<file path="config.mk">
export PLATFORM = sky130hd
export DESIGN_NAME = mux2
export DESIGN_NICKNAME = d
export VERILOG_FILES = /design/src/rtl/mux2.sv
export SDC_FILE = /design/constraint.sdc
export NUM_CORES = 1
export LEC_CHECK = 0
export CAP_MARGIN = 0
export CORE_AREA = 2 2 39 41
export CTS_CLUSTER_SIZE = 28
export DETAILED_ROUTE_END_ITERATION = 8
export DIE_AREA = 0 0 41 43
export SKIP_LAST_GASP = 1
export SYNTH_ARGS = -nofsm -noshare
export SYNTH_HDL_FRONTEND = slang
export SYNTH_SLANG_ARGS = --single-unit
</file>
<file path="constraint.sdc">
create_clock -name clk -period 1.8 [get_ports clk]
set_input_delay 0.36 -clock clk [delete_from_list [all_inputs] [get_ports clk]]
set_output_delay 0.36 -clock clk [all_outputs]
set_load 0.01 [all_outputs]
</file>
<file path="src/rtl/mux2.sv">
// Two-input mux with a combinational output, a registered copy of that output,
// and a saturating count of select-line transitions.
module mux2 #(
    parameter int WIDTH = 1,
    parameter int CNT_W = 8
) (
    input  logic             clk,
    input  logic             rst,
    input  logic [WIDTH-1:0] x1,
    input  logic [WIDTH-1:0] x2,
    input  logic             s,
    output logic [WIDTH-1:0] f,
    output logic [WIDTH-1:0] f_q,
    output logic [CNT_W-1:0] sel_changes
);

    if (WIDTH < 1) begin : g_bad_width
        $error("mux2: WIDTH must be at least 1");
    end
    if (CNT_W < 1) begin : g_bad_cnt_w
        $error("mux2: CNT_W must be at least 1");
    end

    localparam logic [CNT_W-1:0] CNT_MAX = {CNT_W{1'b1}};

    logic             s_prev_q;
    logic             s_prev_d;
    logic [WIDTH-1:0] f_q_d;
    logic [CNT_W-1:0] cnt_q;
    logic [CNT_W-1:0] cnt_d;

    // The ternary merges x1/x2 bitwise when s is unknown, so agreeing bits stay known.
    assign f = s ? x2 : x1;

    always_comb begin
        s_prev_d = s;
        f_q_d    = f;
        cnt_d    = cnt_q;
        if (rst) begin
            f_q_d = '0;
            cnt_d = '0;
        end else if ((s != s_prev_q) && (cnt_q != CNT_MAX)) begin
            cnt_d = cnt_q + 1'b1;
        end
    end

    // s_prev is loaded even during reset so the first post-reset edge never counts.
    always_ff @(posedge clk) begin
        s_prev_q <= s_prev_d;
        f_q      <= f_q_d;
        cnt_q    <= cnt_d;
    end

    assign sel_changes = cnt_q;

    always_ff @(posedge clk) begin
        if (!rst) begin
            assert (f == (s ? x2 : x1));
        end
    end

endmodule

</file>
==> flow_metrics.py, run 1 <==
metrics = {
    "sta": {
        "tightest_slew_ns": 0.398,
        "skew_ns": 0.00566,
        "hold_violations": 0,
        "maxSlewViolCount": 0,
        "fin_tns_setup_ns": 0,
        "fmax_ghz": 0.598,
        "setup_ws_ns": 0.128,
        "rsz0062_at_grt": "false",
        "maxSlewHeadroom_pct": 73.2,
        "final-setup-viol-count": 0,
        "period_minus_slack_ns": 1.67,
        "timing.final.crit_share_pct": 92.9,
        "whs_ns": 0.542,
    },
    "yosys": {
        "yosysMostFrequentCell": "dfxtp_1",
        "yosysTopAreaCell": "dfxtp_1",
        "ys_ff_latch": 10,
        "synth.avg_cell_area_um2": 9.06,
        "async_reset_ff_share_pct": 0,
        "synth_nets": 56,
        "synthTopCellsByCount": "dfxtp_1, nor2_1, nand3_1",
        "synth_area_leaders": "dfxtp_1, nor2_1, mux2i_1",
        "synthFlopType": "dfxtp_1",
        "synth_top_area_share_pct": 44.2,
        "netlist_area_um2": 453,
        "seq_area_frac_synth_pct": 44.2,
        "yosysWarnings": 0,
        "synth-edff-count": 0,
        "ys_types": 23,
        "syn_inst": 50,
    },
    "grt": {
        "overflow": 0,
        "antenna_found_initial": 0,
        "grt_pass1_vias": 384,
        "grtUsageTotal_pct": 13.5,
        "grt_pass1_wl_um": 1570,
        "grt_max_degree": 10,
    },
    "clock_network": {
        "cts_max_level": 1,
        "ctsRootBufferMaster": "clkbuf_4",
        "clockBufferDepth": 2,
        "clock_latency_ns": 0.26,
        "clkTransAtPathRegs_ns": 0.06,
        "clock_sinks": 10,
        "cts_buffers": 3,
        "cts_tree": "built",
    },
    "critical_path": {
        "worstSetupEndpointType": "primary output",
        "cp-startpoint": "s",
        "crit_chain": "clkdlybuf4s50_1 -> mux2_2 -> clkbuf_2",
        "worst-setup-path-type": "in -> out",
        "cp_slowest_stage_delay_ns": 0.48,
        "cp.required_ns": 1.44,
        "path_max_fanout": 2,
        "start_kind": "input port",
        "crit_arrival_ns": 1.31,
        "path_delay_family": "buffers and inverters",
        "path_depth": 3,
        "r2r-start": "sel_changes[0]$_SDFFE_PP0P_",
        "reg2reg_depth": 5,
        "slowest_stage": "clkdlybuf4s50_1",
        "worst-path-buf-inv": 2,
    },
    "worst_hold_path": {
        "hold_path.startpoint": "sel_changes[3]$_SDFFE_PP0P_",
        "hold_class": "reg -> reg",
        "worstHoldPathCells": 2,
    },
    "floorplanning": {
        "start_util_pct": 32.7,
        "core-area_mm2": 0.00138,
        "chipHeight_um": 43,
        "die_x_um": 41,
        "dieArea_mm2": 0.00176,
        "io-pin-count": 15,
        "rows": 14,
    },
    "cells_and_area": {
        "num_antenna_cells": 0,
        "n_fill_cell": 140,
        "syn2layout_area_growth_pct": 40.9,
        "fin_nets": 76,
        "drive_gt1_share_pct": 10.3,
    },
    "outcome": {
        "status": "completed",
    },
    "power_and_ir_drop": {
        "vdd_drop_max_mv": 0.372,
        "p_leak_nw": 0.227,
        "p_per_area_mw_per_mm2": 713,
    },
    "place": {
        "io_buffers": 14,
        "gp_routability_congestion": 0.734,
        "dp_hpwl_um": 684,
        "place_ws_ns": -0.225,
    },
    "drt": {
        "wl_per_cell_um": 11.1,
        "vias": 421,
        "vias_per_cell": 5.01,
        "first_pass_iters": 4,
        "drt_iter0_drc": 3,
        "post-route-drc-count": 0,
        "drt_wl_total_um": 929,
        "ant_nets": 0,
    },
    "flow_run": {
        "maxCapViolCount": 0,
    },
}
-- per-layer routing --
metal  wire, µm  share of wire, %  vias to the layer above  track usage (%)
li1           -                 -                      219                -
met1        457                49                      185             15.9
met2        405                44                       15             19.1
met3         51               5.5                        2             6.28
met4         14               1.5                        0             8.00
met5          0                 0                        -                0
-- per-stage QoR --
| step | util, % | power (mW) | std cells | instance area (µm²) |
|---|---|---|---|---|
| 6_report | 46.1 | 0.455 | 84 | 638 |
| 5_1_grt | 46.1 | 0.485 | 84 | 638 |
| 4_1_cts | 46.5 | 0.464 | 84 | 643 |
| 3_5_place_dp | 44.8 | 0.314 | 81 | 621 |
| 3_3_place_gp | 44.8 | 0.313 | 81 | 621 |
| 2_1_floorplan | - | 0.278 | 50 | 453 |
-- logic make-up after synthesis --
kind of cell	Yosys count	synth area share, %
AOI/OAI and AO/OA	7	9.67
xor gates and xnor gates	4	7.74
adders and majority gates	1	2.76
buffers and inverters	2	2.49
DFF	10	44.2
muxes	3	6.91
and+or+nand+nor	23	26.2
-- worst register-to-register path, delay by kind of cell (launching register included) --
kind                       cells  cell delay [ns]
muxes                          1             0.23
and+or+nand+nor                2             0.21
AOI/OAI and AO/OA              1             0.38
DFF                            1             0.40
adders and majority gates      1             0.23
-- cell type report --
class / count / area [µm²] / area share, %
flip-flops and latches: 10 / 200 / 31.4
well taps: 16 / 20.0 / 3.14
repair buffers: 16 / 150 / 23.5
inverters: 1 / 3.75 / 0.588
multi-input cells: 38 / 241 / 37.8
clock buffers: 3 / 22.5 / 3.53
-- final timing paths --
kind	endpoint	slack, ns
setup / recovery	f	0.13
hold / removal	sel_changes[3]$_SDFFE_PP0P_	0.54
hold reg to reg	sel_changes[3]$_SDFFE_PP0P_	0.54
setup reg to reg	sel_changes[1]$_SDFFE_PP0P_	0.23
-- power breakdown --
group          switching [mW]  internal (mW)
Combinational          0.0283         0.0378
Clock                  0.0710         0.0769
Sequential            0.00994          0.231
-- timing repair --
action / 4_1_cts / 5_1_grt
buffers inserted: 0 / 0
setup endpoints to repair: 1 / 1
hold buffers: 0 / 0
endpoints found under the hold margin: 0 / 0
resized for setup: 2 / 1
-- registers in the layout, indices dropped and copies added (netlist names) --
signal and cells:
sel_changes 8, s_prev_q 1, f_q 1
-- cell usage in the layout, fill, tap and decap left out --
cell | netlist | layout
a211oi_1 | 1 | 1
a21oi_1 | 3 | 3
a311oi_1 | 1 | 1
and3_1 | 3 | 3
buf_4 | 1 | 2
clkbuf_2 | 0 | 1
clkbuf_4 | 0 | 3
clkdlybuf4s50_1 | 0 | 13
dfxtp_1 | 10 | 10
ha_1 | 1 | 1
inv_1 | 1 | 1
mux2_2 | 1 | 1
mux2i_1 | 2 | 2
nand2_1 | 2 | 2
nand3_1 | 4 | 4
nand4_1 | 1 | 1
nor2_1 | 6 | 6
nor2b_1 | 1 | 1
nor3_1 | 3 | 3
nor4_1 | 1 | 1
nor4b_1 | 1 | 1
o21ai_0 | 1 | 1
o31ai_1 | 1 | 1
or4_1 | 1 | 1
xnor2_1 | 2 | 2
xor2_1 | 2 | 2
Power figures use the tool's default switching activity.
==> run 2: changes to the inputs <==
--- a/constraint.sdc
+++ b/constraint.sdc
@@ -3,2 +3,2 @@
 set_output_delay 0.36 -clock clk [all_outputs]
-set_load 0.01 [all_outputs]
+set_load 0.005 [all_outputs]
==> run 2 against run 1 <==
Non-clock buffer count unchanged. Clock skew down 0.0046 ns. Final cell count rose by 1.2%. Maximum frequency grew 2.1%. Power is 12% higher. Sequential share of layout area is 0.78 points lower. Sequential cell count is the same. Sequential power hardly changed.
==> flow_metrics.py, run 2 (synthesized netlist as in run 1, its figures left out) <==
metrics = {
    "outcome": {
        "status": "completed",
    },
    "grt": {
        "antenna_found_initial": 0,
        "grt_pass1_vias": 362,
        "overflow": 0,
        "grt_pass1_wl_um": 1500,
        "grtUsageTotal_pct": 13.2,
        "grt_max_degree": 10,
    },
    "critical_path": {
        "r2r_setup_slack_ns": 0.24,
        "reg2reg_depth": 5,
        "path_max_fanout": 2,
        "worst-setup-path-type": "in -> out",
        "start_kind": "input port",
        "worstSetupEndpointType": "primary output",
        "r2r-start": "sel_changes[0]$_SDFFE_PP0P_",
        "worstReg2RegEnd": "sel_changes[1]$_SDFFE_PP0P_",
        "cp.required_ns": 1.44,
        "crit_arrival_ns": 1.28,
    },
    "worst_hold_path": {
        "hold_class": "in -> reg",
        "worstHoldPathCells": 2,
        "holdPathEnd": "s_prev_q$_DFF_P_",
        "hold_path.startpoint": "s",
    },
    "floorplanning": {
        "start_util_pct": 32.7,
        "die_x_um": 41,
        "core-area_mm2": 0.00138,
        "dieArea_mm2": 0.00176,
        "rows": 14,
        "io-pin-count": 15,
        "chipHeight_um": 43,
    },
    "cells_and_area": {
        "final_cell_mix": "clkdlybuf4s50_1, dfxtp_1, nor2_1",
        "finalNonFillerCells": 85,
        "fin_nets": 76,
        "largest_reg_flops": 8,
        "final_design_area_no_fill_um2": 654,
        "syn2layout_area_growth_pct": 44.5,
        "postLayoutCoreUtil_pct": 47.3,
        "layout_commonest_cell": "clkdlybuf4s50_1",
        "num_antenna_cells": 0,
        "drive_gt1_share_pct": 10.1,
    },
    "place": {
        "io_buffers": 14,
        "dp_hpwl_um": 675,
        "gp_routability_congestion": 0.734,
        "dpl.cell_count": 81,
        "place_ws_ns": -0.183,
        "place_area_um2": 621,
    },
    "clock_network": {
        "clockBufferDepth": 2,
        "ctsRootBufferMaster": "clkbuf_4",
        "clock_sinks": 10,
        "clock_latency_ns": 0.27,
        "cts_resized": 2,
        "cts_setup_buffers": 0,
        "cts_buffers": 3,
        "cts_tree": "built",
        "cts_max_level": 1,
        "clkTransAtPathRegs_ns": 0.07,
        "cts_hold_buf": 0,
    },
    "power_and_ir_drop": {
        "p_per_area_mw_per_mm2": 777,
        "p_leak_nw": 0.237,
        "power_mw": 0.508,
        "vdd_drop_max_mv": 0.455,
    },
    "sta": {
        "setup_ws_ns": 0.163,
        "fmax_ghz": 0.611,
        "hold_violations": 0,
        "period_minus_slack_ns": 1.64,
        "skew_ns": 0.00110,
        "whs_ns": 0.465,
        "maxSlewHeadroom_pct": 74.2,
        "rsz0062_at_grt": "false",
        "tightest_slew_ns": 0.384,
        "maxSlewViolCount": 0,
        "timing.final.crit_share_pct": 91.0,
        "fin_tns_setup_ns": 0,
        "final-setup-viol-count": 0,
    },
    "flow_run": {
        "maxCapViolCount": 0,
    },
    "drt": {
        "vias_per_cell": 5.11,
        "drt_iter0_drc": 10,
        "first_pass_iters": 4,
        "post-route-drc-count": 0,
        "drt_wl_total_um": 954,
        "wl_per_cell_um": 11.2,
        "vias": 434,
        "ant_nets": 0,
    },
}
run 2: area by class of cell:
type | instances | area, µm²
Fill cell | 127 | 729
Multi-Input combinational cell | 38 | 241
Inverter | 1 | 3.75
Tap cell | 16 | 20.0
Clock buffer | 4 | 36.3
Sequential cell | 10 | 200
Timing Repair Buffer | 16 | 153
run 2: worst max path at each step:
stage | slack [ns] | start | end | cells past startpoint
floorplan | 0.42 | sel_changes[0]$_SDFFE_PP0P_ | sel_changes[3]$_SDFFE_PP0P_ | 5
global placement | -0.19 | s | f | 3
detailed placement | -0.18 | s | f | 3
CTS | 0.15 | x1 | f | 3
global route | 0.12 | sel_changes[0]$_SDFFE_PP0P_ | sel_changes[1]$_SDFFE_PP0P_ | 5
finish | 0.16 | x1 | f | 3
run 2: worst max-delay path, cell delays in order:
cell,delay (ns)
clkdlybuf4s50_1,0.39
mux2_2,0.26
dlygate4sd2_1,0.26
run 2: per-layer routing:
layer  global-route usage (%)  vias to the layer above  wire [µm]
li1                         -                      222          -
met1                     17.5                      186        471
met2                     16.6                       21        385
met3                     4.71                        5         60
met4                     10.0                        0         37
met5                        0                        -          0
run 2: power breakdown:
| group | internal, mW | leakage (nW) | switching, mW |
|---|---|---|---|
| sequential | 0.231 | 0.0816 | 0.00986 |
| combinational | 0.0373 | 0.134 | 0.0245 |
| clock | 0.123 | 0.0210 | 0.0824 |
==> run 3: changes to the inputs <==
Clock period 1.8 ns to 1.5 ns, I/O delays scaled along.
==> run 3 against run 2 <==
Via count up 5.1%. Register-to-register slack worse by 0.17 ns. Clock skew up 0.0094 ns. Combinational power up 42%. Non-clock buffer count up 5. Critical path depth unchanged. Largest cell class unchanged.
==> flow_metrics.py, run 3 (synthesized netlist as in run 1, its figures left out) <==
metrics = {
    "floorplanning": {
        "chipHeight_um": 43,
        "io-pin-count": 15,
        "start_util_pct": 32.7,
        "rows": 14,
        "dieArea_mm2": 0.00176,
        "die_x_um": 41,
        "core-area_mm2": 0.00138,
    },
    "sta": {
        "final-setup-viol-count": 0,
        "fmax_ghz": 0.684,
        "hold_violations": 0,
        "period_minus_slack_ns": 1.46,
        "timing.final.crit_share_pct": 97.4,
        "maxSlewViolCount": 0,
        "tightest_slew_ns": 0.377,
        "skew_ns": 0.0105,
        "rsz0062_at_grt": "true",
        "maxSlewHeadroom_pct": 74.7,
    },
    "place": {
        "place_area_um2": 643,
        "dp_hpwl_um": 693,
        "gp_routability_congestion": 0.688,
        "dpl.cell_count": 84,
        "io_buffers": 14,
    },
    "power_and_ir_drop": {
        "vdd_drop_max_mv": 0.528,
        "p_leak_nw": 0.303,
        "power_mw": 0.616,
        "p_per_area_mw_per_mm2": 862,
    },
    "clock_network": {
        "clkTransAtPathRegs_ns": 0.08,
        "cts_max_level": 1,
        "clockBufferDepth": 2,
        "ctsRootBufferMaster": "clkbuf_4",
        "clock_sinks": 10,
        "cts_tree": "built",
        "clock_latency_ns": 0.27,
        "cts_buffers": 3,
    },
    "critical_path": {
        "r2r-start": "sel_changes[0]$_SDFFE_PP0P_",
        "r2r_setup_slack_ns": 0.07,
        "cp.required_ns": 1.20,
        "worstSetupEndpointType": "primary output",
        "start_kind": "input port",
        "worstReg2RegEnd": "sel_changes[3]$_SDFFE_PP0P_",
        "worst-setup-path-type": "in -> out",
        "path_max_fanout": 2,
        "crit_arrival_ns": 1.16,
        "reg2reg_depth": 5,
    },
    "drt": {
        "ant_nets": 0,
        "first_pass_iters": 4,
        "post-route-drc-count": 0,
        "vias_per_cell": 5.07,
        "vias": 456,
        "drt_wl_total_um": 1080,
        "wl_per_cell_um": 12.0,
        "drt_iter0_drc": 16,
    },
    "cells_and_area": {
        "n_fill_cell": 132,
        "finalNonFillerCells": 90,
        "largest_reg_flops": 8,
        "regArea_um2": 218,
        "syn2layout_area_growth_pct": 57.7,
        "num_antenna_cells": 0,
        "drive_gt1_share_pct": 27.0,
        "fin_nets": 81,
        "layout_commonest_cell": "clkdlybuf4s50_1",
        "final_cell_mix": "clkdlybuf4s50_1, buf_4, nor2_1",
        "multiInputGateArea_um2": 241,
        "postLayoutCoreUtil_pct": 51.6,
        "final_design_area_no_fill_um2": 714,
    },
    "grt": {
        "overflow": 0,
        "grt_pass1_vias": 415,
        "antenna_found_initial": 0,
        "grtUsageTotal_pct": 14.5,
        "grt_max_degree": 10,
        "grt_pass1_wl_um": 1720,
    },
    "worst_hold_path": {
        "hold_class": "in -> reg",
        "worstHoldPathCells": 2,
        "hold_path.startpoint": "s",
        "holdPathEnd": "s_prev_q$_DFF_P_",
    },
    "flow_run": {
        "maxCapViolCount": 0,
    },
    "outcome": {
        "status": "completed",
    },
}
==> run 3: final cells by class <==
class / instances / share of cell area, %
tap: 16 / 2.80
sequential: 10 / 30.5
inverter: 1 / 0.525
clock buffer: 4 / 5.08
multi-input combinational: 38 / 33.8
timing repair buffer: 21 / 27.3
==> run 3: repair_timing <==
| item | 4_1_cts | 5_1_grt |
|---|---|---|
| resized for setup | 10 | 8 |
| pin swaps | 0 | 1 |
| hold buffers | 0 | 0 |
| endpoints found under the setup margin | 10 | 9 |
| setup buffers | 0 | 2 |
==> run 3: how the worst max path moves through the flow <==
stage | startpoint | end | slack [ns] | depth (start not counted)
floorplan | sel_changes[0]$_SDFFE_PP0P_ | sel_changes[3]$_SDFFE_PP0P_ | 0.12 | 5
global placement | s | f | -0.37 | 3
detailed placement | s | f | -0.36 | 3
CTS | x1 | f | -0.03 | 3
global route | x2 | f | -0.007 | 3
finish | x1 | f | 0.04 | 3
==> run 3: stage by stage <==
step                      hold WS [ns]  TNS [ns]  setup WS [ns]
final                            0.401         0         0.0387
after global routing             0.407   -0.0113       -0.00714
after CTS                        0.398   -0.0255        -0.0255
after detailed placement         0.535     -2.10         -0.363
after global placement           0.536     -2.20         -0.369
after floorplan                  0.328         0          0.117
==> run 3: report_power, final <==
part	switching, mW	internal [mW]
logic	0.0359	0.0519
clock network	0.100	0.147
registers	0.00671	0.274
total	0.143	0.473
==> run 3: critical path, cell delays in order <==
cell             delay (ns)
clkdlybuf4s50_1        0.40
mux2_2                 0.26
clkdlybuf4s15_1        0.20
==> run 3: routing by layer <==
layer | vias up | track usage (%) | share of wire [%]
li1 | 231 | - | -
met1 | 202 | 18.4 | 45
met2 | 21 | 20.6 | 49
met3 | 2 | 4.71 | 5.2
met4 | 0 | 8.00 | 1.4
met5 | - | 0 | 0
